[src/rtl/rc4_pkg.sv]
// Shared types and sizes for the RC4 scheduling controller.
package rc4_pkg;
   localparam int KEY_MAX_DEF = 16;
   localparam int BYTE_W      = 8;
   localparam int SBOX_DEPTH  = 256;

   typedef enum logic [3:0] {
      ST_IDLE,
      ST_INIT,
      ST_KSA_RI,
      ST_KSA_RJ,
      ST_KSA_WI,
      ST_KSA_WJ,
      ST_PRG_RI,
      ST_PRG_RJ,
      ST_PRG_WI,
      ST_PRG_WJ,
      ST_PRG_RT,
      ST_PRG_CAP,
      ST_PRG_OUT
   } rc4_state_e;
endpackage

[src/rtl/rc4_key_buf.sv]
// Key register file: sequential write pointer, captured key length and a
// wrapping read index k used by the key schedule.
module rc4_key_buf
   import rc4_pkg::*;
#(
   parameter int KEY_MAX = KEY_MAX_DEF
) (
   input  logic              clk,
   input  logic              rst_n,
   input  logic              clr,
   input  logic              wr_en,
   input  logic              wr_last,
   input  logic [BYTE_W-1:0] wr_data,
   output logic              wr_done,
   input  logic              k_inc,
   input  logic              k_clr,
   output logic [BYTE_W-1:0] key_byte
);
   localparam int IW = (KEY_MAX > 1) ? $clog2(KEY_MAX) : 1;
   localparam int LW = IW + 1;

   logic [KEY_MAX-1:0][BYTE_W-1:0] mem_q, mem_d;
   logic [IW-1:0]                  ptr_q, ptr_d;
   logic [IW-1:0]                  k_q, k_d;
   logic [LW-1:0]                  len_q, len_d;

   // A full buffer closes the key even without an explicit last flag.
   assign wr_done  = wr_en && (wr_last || (ptr_q == IW'(KEY_MAX - 1)));
   assign key_byte = mem_q[k_q];

   always_comb begin
      mem_d = mem_q;
      ptr_d = ptr_q;
      len_d = len_q;
      k_d   = k_q;
      if (clr) begin
         ptr_d = '0;
         len_d = '0;
         k_d   = '0;
      end else begin
         if (wr_en) begin
            mem_d[ptr_q] = wr_data;
            if (wr_done) begin
               len_d = LW'(ptr_q) + LW'(1);
               ptr_d = '0;
            end else begin
               ptr_d = ptr_q + IW'(1);
            end
         end
         if (k_clr)
            k_d = '0;
         else if (k_inc)
            k_d = (LW'(k_q) == len_q - LW'(1)) ? '0 : k_q + IW'(1);
      end
   end

   always_ff @(posedge clk or negedge rst_n) begin
      if (!rst_n) begin
         mem_q <= '0;
         ptr_q <= '0;
         len_q <= '0;
         k_q   <= '0;
      end else begin
         mem_q <= mem_d;
         ptr_q <= ptr_d;
         len_q <= len_d;
         k_q   <= k_d;
      end
   end
endmodule

[src/rtl/rc4_sched_ctrl.sv]
// RC4 sequencer: key load, S-box init, KSA and PRGA over a single-port
// synchronous S-box RAM; one keystream byte per valid/ready transfer.
module rc4_sched_ctrl
   import rc4_pkg::*;
#(
   parameter int KEY_MAX = KEY_MAX_DEF
) (
   input  logic              clk,
   input  logic              rst,
   input  logic              key_rvalid,
   output logic              key_rready,
   input  logic [BYTE_W-1:0] key_in,
   input  logic              key_last,
   input  logic              flush,
   output logic              ks_wvalid,
   input  logic              ks_wready,
   output logic [BYTE_W-1:0] ks_out,
   output logic [BYTE_W-1:0] sbox_addr,
   output logic              sbox_we,
   output logic [BYTE_W-1:0] sbox_wdata,
   input  logic [BYTE_W-1:0] sbox_rdata,
   output logic              busy
);
   rc4_state_e        state_q, state_d;
   logic [BYTE_W-1:0] i_q, i_d, j_q, j_d, si_q, si_d, sj_q, sj_d;
   logic [BYTE_W-1:0] ks_out_q, ks_out_d;
   logic              ks_wvalid_q, ks_wvalid_d;
   logic              key_wr, key_done, k_inc, k_clr;
   logic [BYTE_W-1:0] key_byte, i_nxt, j_ksa, j_prg;

   assign key_rready = (state_q == ST_IDLE);
   assign busy       = (state_q != ST_IDLE);
   assign ks_out     = ks_out_q;
   assign ks_wvalid  = ks_wvalid_q;
   assign key_wr     = (state_q == ST_IDLE) && key_rvalid && !flush;
   assign i_nxt      = i_q + 8'd1;
   assign j_ksa      = j_q + sbox_rdata + key_byte;
   assign j_prg      = j_q + sbox_rdata;

   rc4_key_buf #(.KEY_MAX(KEY_MAX)) u_key_buf (
      .clk      (clk),
      .rst_n    (rst),
      .clr      (flush),
      .wr_en    (key_wr),
      .wr_last  (key_last),
      .wr_data  (key_in),
      .wr_done  (key_done),
      .k_inc    (k_inc),
      .k_clr    (k_clr),
      .key_byte (key_byte)
   );

   // RAM port is combinational: the RJ read address depends on the byte
   // returned in that same cycle, so it cannot be registered ahead of time.
   always_comb begin
      state_d     = state_q;
      i_d         = i_q;
      j_d         = j_q;
      si_d        = si_q;
      sj_d        = sj_q;
      ks_out_d    = ks_out_q;
      ks_wvalid_d = ks_wvalid_q;
      k_inc       = 1'b0;
      k_clr       = 1'b0;
      sbox_addr   = '0;
      sbox_we     = 1'b0;
      sbox_wdata  = '0;
      unique case (state_q)
         ST_IDLE: if (key_done) begin
            state_d = ST_INIT;
            i_d     = '0;
         end
         ST_INIT: begin
            sbox_addr  = i_q;
            sbox_we    = 1'b1;
            sbox_wdata = i_q;
            i_d        = i_nxt;
            if (i_q == 8'(SBOX_DEPTH - 1)) begin
               state_d = ST_KSA_RI;
               j_d     = '0;
               k_clr   = 1'b1;
            end
         end
         ST_KSA_RI: begin
            sbox_addr = i_q;
            state_d   = ST_KSA_RJ;
         end
         ST_KSA_RJ: begin
            si_d      = sbox_rdata;
            j_d       = j_ksa;
            sbox_addr = j_ksa;
            state_d   = ST_KSA_WI;
         end
         ST_KSA_WI: begin
            sbox_addr  = i_q;
            sbox_we    = 1'b1;
            sbox_wdata = sbox_rdata;
            state_d    = ST_KSA_WJ;
         end
         ST_KSA_WJ: begin
            sbox_addr  = j_q;
            sbox_we    = 1'b1;
            sbox_wdata = si_q;
            i_d        = i_nxt;
            k_inc      = 1'b1;
            if (i_q == 8'(SBOX_DEPTH - 1)) begin
               state_d = ST_PRG_RI;
               j_d     = '0;
            end else begin
               state_d = ST_KSA_RI;
            end
         end
         ST_PRG_RI: begin
            i_d       = i_nxt;
            sbox_addr = i_nxt;
            state_d   = ST_PRG_RJ;
         end
         ST_PRG_RJ: begin
            si_d      = sbox_rdata;
            j_d       = j_prg;
            sbox_addr = j_prg;
            state_d   = ST_PRG_WI;
         end
         ST_PRG_WI: begin
            sj_d       = sbox_rdata;
            sbox_addr  = i_q;
            sbox_we    = 1'b1;
            sbox_wdata = sbox_rdata;
            state_d    = ST_PRG_WJ;
         end
         ST_PRG_WJ: begin
            sbox_addr  = j_q;
            sbox_we    = 1'b1;
            sbox_wdata = si_q;
            state_d    = ST_PRG_RT;
         end
         ST_PRG_RT: begin
            sbox_addr = si_q + sj_q;
            state_d   = ST_PRG_CAP;
         end
         ST_PRG_CAP: begin
            ks_out_d    = sbox_rdata;
            ks_wvalid_d = 1'b1;
            state_d     = ST_PRG_OUT;
         end
         ST_PRG_OUT: if (ks_wready) begin
            ks_wvalid_d = 1'b0;
            state_d     = ST_PRG_RI;
         end
         default: state_d = ST_IDLE;
      endcase
      // Abort wins over any handshake in the same cycle.
      if (flush) begin
         state_d     = ST_IDLE;
         i_d         = '0;
         j_d         = '0;
         si_d        = '0;
         sj_d        = '0;
         ks_out_d    = '0;
         ks_wvalid_d = 1'b0;
         sbox_addr   = '0;
         sbox_we     = 1'b0;
         sbox_wdata  = '0;
      end
   end

   always_ff @(posedge clk or negedge rst) begin
      if (!rst) begin
         state_q     <= ST_IDLE;
         i_q         <= '0;
         j_q         <= '0;
         si_q        <= '0;
         sj_q        <= '0;
         ks_out_q    <= '0;
         ks_wvalid_q <= 1'b0;
      end else begin
         state_q     <= state_d;
         i_q         <= i_d;
         j_q         <= j_d;
         si_q        <= si_d;
         sj_q        <= sj_d;
         ks_out_q    <= ks_out_d;
         ks_wvalid_q <= ks_wvalid_d;
      end
   end
endmodule
[config.mk]
export PLATFORM = sky130hd
export DESIGN_NAME = rc4_sched_ctrl
export DESIGN_NICKNAME = d
export VERILOG_FILES = /design/src/rtl/rc4_pkg.sv /design/src/rtl/rc4_key_buf.sv /design/src/rtl/rc4_sched_ctrl.sv
export SDC_FILE = /design/constraint.sdc
export NUM_CORES = 1
export LEC_CHECK = 0
export CELL_PAD_IN_SITES_DETAIL_PLACEMENT = 1
export CELL_PAD_IN_SITES_GLOBAL_PLACEMENT = 1
export CORE_ASPECT_RATIO = 1.2
export CORE_MARGIN = 4
export CORE_UTILIZATION = 45
export DETAILED_ROUTE_END_ITERATION = 6
export GPL_ROUTABILITY_DRIVEN = 0
export HOLD_SLACK_MARGIN = 0.02
export MAX_ROUTING_LAYER = met4
export PLACE_DENSITY = 0.8
export SKIP_CTS_REPAIR_TIMING = 1
export SLEW_MARGIN = 5
export SYNTH_ARGS = -nofsm -noshare
export SYNTH_HDL_FRONTEND = slang
export SYNTH_SLANG_ARGS = --single-unit
[constraint.sdc]
create_clock -name clk -period 4.5 [get_ports clk]
set_clock_uncertainty 0.15 [all_clocks]
set_input_delay 0.9 -clock clk [delete_from_list [all_inputs] [get_ports clk]]
set_output_delay 0.9 -clock clk [all_outputs]
set_load 0.005 [all_outputs]
-- After elaboration in Yosys (flattened, before gate mapping)
Cells that the tools add are included.
- mux-type cells: 45
- $lt $le $gt $ge: 3
- reduce and logical (&&, ||, !) cells: 30
- $add $sub $neg: 8
- bitwise gates (word level): 1
- equality and inequality tests: 19
- operator list (cell ; number):
    $bwmux 128 ; 1
    $mux 8 ; 14
    $pmux 4 s13 ; 1
    $pmux 8 s3 ; 2
    $pmux 8 s6 ; 1
    $mux 4 ; 11
    $bmux 8 s4 ; 1
    $demux 8 s4 ; 1
    $add 8x8->8 ; 3
    $eq 4x4->1 const B ; 6
    $eq 4x3->1 const B ; 4
    $pmux 8 s2 ; 1
    $mux 5 ; 3
    $lt 4x5->1 const B ; 2
    $reduce_and 2->1 ; 5
    $reduce_bool 2->1 ; 5
    $reduce_bool 3->1 ; 3
    $add 4x1->4 const B ; 2
    $add 8x1->8 const B ; 1
    $eq 4x2->1 const B ; 2
    $eq 8x8->1 const B ; 1
    $reduce_bool 4->1 ; 2
    $reduce_or 2->1 ; 4
    $mux 1 ; 7
    18 further kinds ; 23
- flip-flop bits (word level): 186
- input port bits: 22
- output and inout bits: 28
- word-level logic and storage cells: 132

-- Logic depth before layout (Yosys ltp)
- word-level depth: 7
- mapped depth: 14
- mapped depth without buffers: 13

-- Hierarchy
From an unflattened synthesis, not the netlist that was laid out.
- cells, all modules: 876
- area, all modules: 10269.8 sq um
- by module, submodules not included (module ; area an instance (sq um) ; seq. area each (sq um) ; cells each ; times used):
    rc4_key_buf ; 6682.7 ; 3528.4 ; 433 ; 1
    rc4_sched_ctrl ; 3587.2 ; 1126.1 ; 443 ; 1

-- Least setup slack after synthesis
Ideal clock, no wire load.
- path kind: flip-flop to output port
- start: register u_key_buf.k_q[0]
- end: output sbox_addr[6]
- path buffers: 2
- data required time: 3450 ps
- slack: 79 ps
- arrival time: 3371 ps
- stages on the path, launching flop included: 15
- cells stage by stage: dfrtp_1 > buf_6 > buf_1 > mux4_2 > mux4_2 > ha_1 > inv_1 > fa_1 > nor2b_1 > o21ai_0 > nand2b_1 > a31oi_1 > xnor2_1 > a22oi_1 > a21oi_1
- cells in the longest elaborated chain, start to end: 5
- ends and longest elaborated chain (item ; RTL line ; text):
    start, declared ; rc4_key_buf.sv:24 ; logic [IW-1:0] k_q, k_d;
    start signal, assigned ; rc4_key_buf.sv:67 ; k_q <= k_d;
    $bmux 8 s4 ; rc4_key_buf.sv:29 ; assign key_byte = mem_q[k_q];
    $mux 8 (implied by the code) ; rc4_key_buf.sv:29 ;
    $add 8x8->8 ; rc4_sched_ctrl.sv:37 ; assign j_ksa = j_q + sbox_rdata + key_byte;
    $pmux 8 s6 ; rc4_sched_ctrl.sv:68 ; unique case (state_q)
    $mux 8 ; rc4_sched_ctrl.sv:153 ; if (flush) begin
    end, declared ; rc4_sched_ctrl.sv:18 ; output logic [BYTE_W-1:0] sbox_addr,
No other way between the ends. The select of a mux whose other input is x is not followed.

-- Worst setup path after layout
- start: input sbox_rdata[1]
- end: output sbox_addr[6]
- cells in the longest elaborated chain, start to end: 4
- ends and longest elaborated chain (item ; RTL line ; text):
    start, declared ; rc4_sched_ctrl.sv:21 ; input logic [BYTE_W-1:0] sbox_rdata,
    $add 8x8->8 (*) ; rc4_sched_ctrl.sv:37, rc4_sched_ctrl.sv:38 ;
    $add 8x8->8 ; rc4_sched_ctrl.sv:37 ;
    $pmux 8 s6 (*) ; rc4_sched_ctrl.sv:68 ;
    $mux 8 (*) ; rc4_sched_ctrl.sv:153 ;
Every way passes the cells marked *; elsewhere a longest branch is shown, timed or not.

==> impl_summary.txt <==
----------------------------------------------------
[Run status]
  Outcome ... finished with violations
  Failing checks ... negative setup slack

[Global routing]
  Vias in the first global route ... 8226
  Global route total overflow ... 0
  Largest net degree at the start of global routing ... 110
  Initial antenna violation count ... 0
  Total Routing Usage GR ... roughly a quarter
  Global-route wire length before repair ... between 40000 and 50000 um

[Clock tree]
  Clock insertion delay at the later pin of the skew report ... about 0.45 ns
  CTS tree ... yes
  Count of clock tree sinks ... approximately 190
  Buffer cell driving the clock tree root ... sky130_fd_sc_hd__clkbuf_16
  Deepest level of the CTS H-tree ... 4
  Clk pin slew, worst setup/hold paths ... approximately 0.070 ns
  Maximum buffer depth of the clock tree ... 2
  TritonCTS Buffers ... 17

[Placed design]
  Cell Count Post-Placement ... approximately 1200
  Number of port buffers ... between 40 and 50
  Dpl hpwl ... 20910 um

[Setup path]
  Highest fanout seen on the critical path ... 3
  Largest delay contributor family on the critical path ... compound AO/OA/AOI/OAI gates
  Worst R2R Setup Slack ... between 0.9 and 1 ns
  Origin of the critical flop-to-flop path ... u_key_buf.k_q[0]$_DFFE_PN0P_
  Kind of critical path ... primary input to output port
  Endpoint class of the critical path ... output port
  Critical path depth ... 14
  FF-to-FF End ... j_q[7]$_DFFE_PN0P_
  Ordered cell list for the critical path ... clkdlybuf4s50_1 -> fa_2 -> a21o_1 -> a21oi_2 -> o21bai_1 -> a21oi_1 -> xnor2_1 -> ha_1 -> buf_4 -> buf_4 -> xnor2_2 -> a22oi_2 -> a21oi_2 -> buf_2
  WP data required ... 3.45 ns
  Depth of the most critical reg-to-reg path ... 13
  Worst path max stage delay ... approximately 0.51 ns
  Capturing instance or port of the critical path ... sbox_addr[6]
  Start point of the critical path ... sbox_rdata[1]
  Type of element launching the critical path ... primary input
  Number of buffers and inverters on the critical path ... 4
  Worst endpoint data arrival time ... between 3 and 4 ns
  Slowest cell on crit path ... sky130_fd_sc_hd__clkdlybuf4s50_1

[Synth]
  Synthesis warning total ... 0
  Combined area of all synthesized cells ... 9972 um2
  EDFF count, synth ... 0
  Part of the Yosys area used for sequential elements ... a little under half
  Most common flop cell mapped by yosys ... sky130_fd_sc_hd__dfrtp_1
  Number of library cell types mapped by synthesis ... 58
  FF+latch count, synth ... ~190
  Syn_area_per_cell ... between 10 and 15 um2
  Cells after Synth ... 857
  Share of synthesized flip-flops with an asynchronous set or reset ... 100.0%
  Synth Net Count ... 910

[STA]
  Normalized max-slew margin ... between 30% and 40%
  Final count of negative-setup-slack endpoints ... 6
  Final-report max-slew violation count ... 0
  Minimum clock period after layout ... between 4 and 5 ns
  Final worst path period share ... 108.8%
  Final worst setup slack ... -0.3953 ns
  Slew at the pin closest to its max-slew limit ... around 0.95 ns
  Number of failing hold endpoints at the final stage ... 0
  Sum of negative setup slack ... -1.456 ns
  Max Clock Freq ... about 200 MHz
  RSZ-0062 raised after global routing ... true

[Layout]
  Fraction of layout cells with a size suffix above 1 ... 32.33%
  Total Nets Final ... 1005
  Finished Layout Cells ... approximately 1200
  Antenna fix cells ... 0
  Layout overhead on the synthesized area ... 21.12%
  Filler cell count in the final layout ... approximately 2200
  Area of combinational cells with multiple inputs ... between 5000 and 6000 um2
  Total area of sequential cells ... ~4700 um2

[Die]
  Core box area ... approximately 22000 um2
  Die Y ... between 150 and 200 um
  Full die area ... approximately 25000 um2
  Effective utilization at floorplan ... 45.79%
  Number of rows created at floorplan ... 59
  Number of top-level design ports ... 50
  Die W ... 143.9 um

[Power and ir drop]
  Power density cells ... 410.5 nW/um2
  Worst IR drop on VDD ... ~0.28 mV
  Static leakage ... 5.468 nW
  Final Power ... ~5.0 mW

[Routing]
  DR iter-0 viols ... 547
  Final antenna-violating net count ... 0
  Post-Route WL ... approximately 31000 um
  Residual DRC count ... 0
  Via count ... 7669
  Wire per inst ... between 20 and 25 um
  Number of vias per cell after detailed routing ... between 6 and 7
  First drt pass iteration count ... 5

[Worst hold path]
  Path class of the lowest-slack min-delay path ... flop to flop

[Flow run]
  Number of max-cap violations ... 0

----------------------------------------------------
==> synth_stat cells, types with 10 or more instances <==
library cell,number,area [um2]
sky130_fd_sc_hd__a21oi_1,59,295.3
sky130_fd_sc_hd__clkbuf_1,40,150.1
sky130_fd_sc_hd__dfrtp_1,186,4654
sky130_fd_sc_hd__ha_1,28,350.3
sky130_fd_sc_hd__inv_1,16,60.06
sky130_fd_sc_hd__mux2_1,19,214.0
sky130_fd_sc_hd__mux2_2,109,1227
sky130_fd_sc_hd__mux4_2,40,900.9
sky130_fd_sc_hd__nand2_1,94,352.8
sky130_fd_sc_hd__nand2b_1,10,62.56
sky130_fd_sc_hd__nand3_1,10,50.05
sky130_fd_sc_hd__nor2_1,47,176.4
sky130_fd_sc_hd__nor2b_1,10,62.56
sky130_fd_sc_hd__nor3_1,13,65.06
sky130_fd_sc_hd__o21ai_0,29,145.1
sky130_fd_sc_hd__o31ai_1,11,82.58
sky130_fd_sc_hd__xnor2_1,16,140.1
sky130_fd_sc_hd__xor2_1,13,113.9
==> layout by cell type (no fill, tap or decap), drive strengths merged, types with 5 or more instances in the layout <==
master / netlist / layout
a31oi: 8 / 8
a221oi: 9 / 9
o21a: 5 / 5
nand4: 5 / 5
xnor2: 16 / 16
nor2b: 10 / 10
mux4: 40 / 40
clkbuf: 40 / 20
mux2: 128 / 128
o21ai: 31 / 31
a22oi: 6 / 6
nor3: 13 / 13
nand2: 94 / 94
inv: 16 / 25
nand3: 11 / 11
nand2b: 10 / 10
nor2: 47 / 47
a21oi: 59 / 59
nand3b: 6 / 6
ha: 28 / 28
o31ai: 11 / 11
dfrtp: 186 / 186
xor2: 13 / 13
buf: 8 / 81
a222oi: 8 / 8
and3: 7 / 7
clkdlybuf4s50: 0 / 38
==> cell type report <==
type	count	share of cell area, %
multi-input combinational	607	44.22
tap	274	2.839
sequential	186	38.55
clock inverter	14	1.222
clock buffer	18	3.636
inverter	16	0.4973
timing repair buffer	124	9.034
==> kinds of logic (layout without fill, tap and decap cells) <==
| family | Yosys count | after routing | share of synthesized area (%) |
|---|---|---|---|
| adder cells (fa/ha/maj) | 31 | 31 | 4.115 |
| buffers and inverters | 64 | 172 | 2.522 |
| multiplexers | 169 | 169 | 23.59 |
| XOR/XNOR | 29 | 29 | 2.547 |
| AO/OA/AOI/OAI | 162 | 162 | 10.39 |
| flip-flops | 186 | 186 | 46.67 |
| AND/OR/NAND/NOR | 216 | 216 | 10.16 |
==> how the worst min path moves through the flow <==
stage	from	end	cells after the start
floorplan	u_key_buf.mem_q[80]$_DFFE_PN0P_	u_key_buf.mem_q[80]$_DFFE_PN0P_	1
global placement	u_key_buf.mem_q[91]$_DFFE_PN0P_	u_key_buf.mem_q[91]$_DFFE_PN0P_	1
detailed placement	u_key_buf.mem_q[88]$_DFFE_PN0P_	u_key_buf.mem_q[88]$_DFFE_PN0P_	1
CTS	u_key_buf.mem_q[88]$_DFFE_PN0P_	u_key_buf.mem_q[88]$_DFFE_PN0P_	1
global route	u_key_buf.mem_q[88]$_DFFE_PN0P_	u_key_buf.mem_q[88]$_DFFE_PN0P_	1
finish	u_key_buf.mem_q[72]$_DFFE_PN0P_	u_key_buf.mem_q[72]$_DFFE_PN0P_	1
==> worst reg2reg max path, cell delays in order, from the launching register on <==
cell and delay (ns):
sky130_fd_sc_hd__dfrtp_2 0.48, sky130_fd_sc_hd__buf_12 0.16, sky130_fd_sc_hd__buf_12 0.11, sky130_fd_sc_hd__buf_4 0.10, sky130_fd_sc_hd__mux4_2 0.50, sky130_fd_sc_hd__mux4_2 0.54
sky130_fd_sc_hd__ha_4 0.32, sky130_fd_sc_hd__o21ai_1 0.08, sky130_fd_sc_hd__o21bai_1 0.22, sky130_fd_sc_hd__a21oi_2 0.12, sky130_fd_sc_hd__o21ai_2 0.21, sky130_fd_sc_hd__a21oi_2 0.06
sky130_fd_sc_hd__nand3b_1 0.21, sky130_fd_sc_hd__a221oi_2 0.25
==> per-stage QoR <==
step / cell area, um2 / utilization, % / setup WS [ns] / hold WS (ns)
after floorplan: 9972 / - / 0.07887 / 0.3087
after global placement: 11090 / 50.91 / -0.9197 / 0.3200
after detailed placement: 11090 / 50.91 / -0.9452 / 0.3300
after CTS: 11670 / 53.61 / -0.9890 / 0.3468
after global routing: 12080 / 55.46 / -0.5166 / 0.3651
final: 12080 / 55.46 / -0.3953 / 0.3447
==> routing by layer <==
layer | vias up | wire [um] | global-route usage (%)
met5 | - | 0 | -
met4 | 0 | 1478 | 10.85
met3 | 102 | 1199 | 3.998
met2 | 259 | 16350 | 43.84
met1 | 3967 | 11900 | 29.86
li1 | 3341 | - | -
==> where the power goes <==
part	total [mW]	leakage (nW)	switching, mW	internal, mW
combinational	1.51	2.62	0.802	0.709
sequential	1.91	2.56	0.113	1.79
clock	1.54	0.289	0.739	0.802
==> registers in the layout, indices dropped and copies added (netlist names) <==
| signal | cells |
|---|---|
| j_q | 8 |
| ks_out | 8 |
| ks_wvalid | 1 |
| sj_q | 8 |
| si_q | 8 |
| u_key_buf.k_q | 4 |
| i_q | 8 |
| u_key_buf.len_q | 5 |
| u_key_buf.mem_q | 128 |
| state_q | 4 |
| u_key_buf.ptr_q | 4 |
No activity file was read; power rests on OpenSTA's default activity.
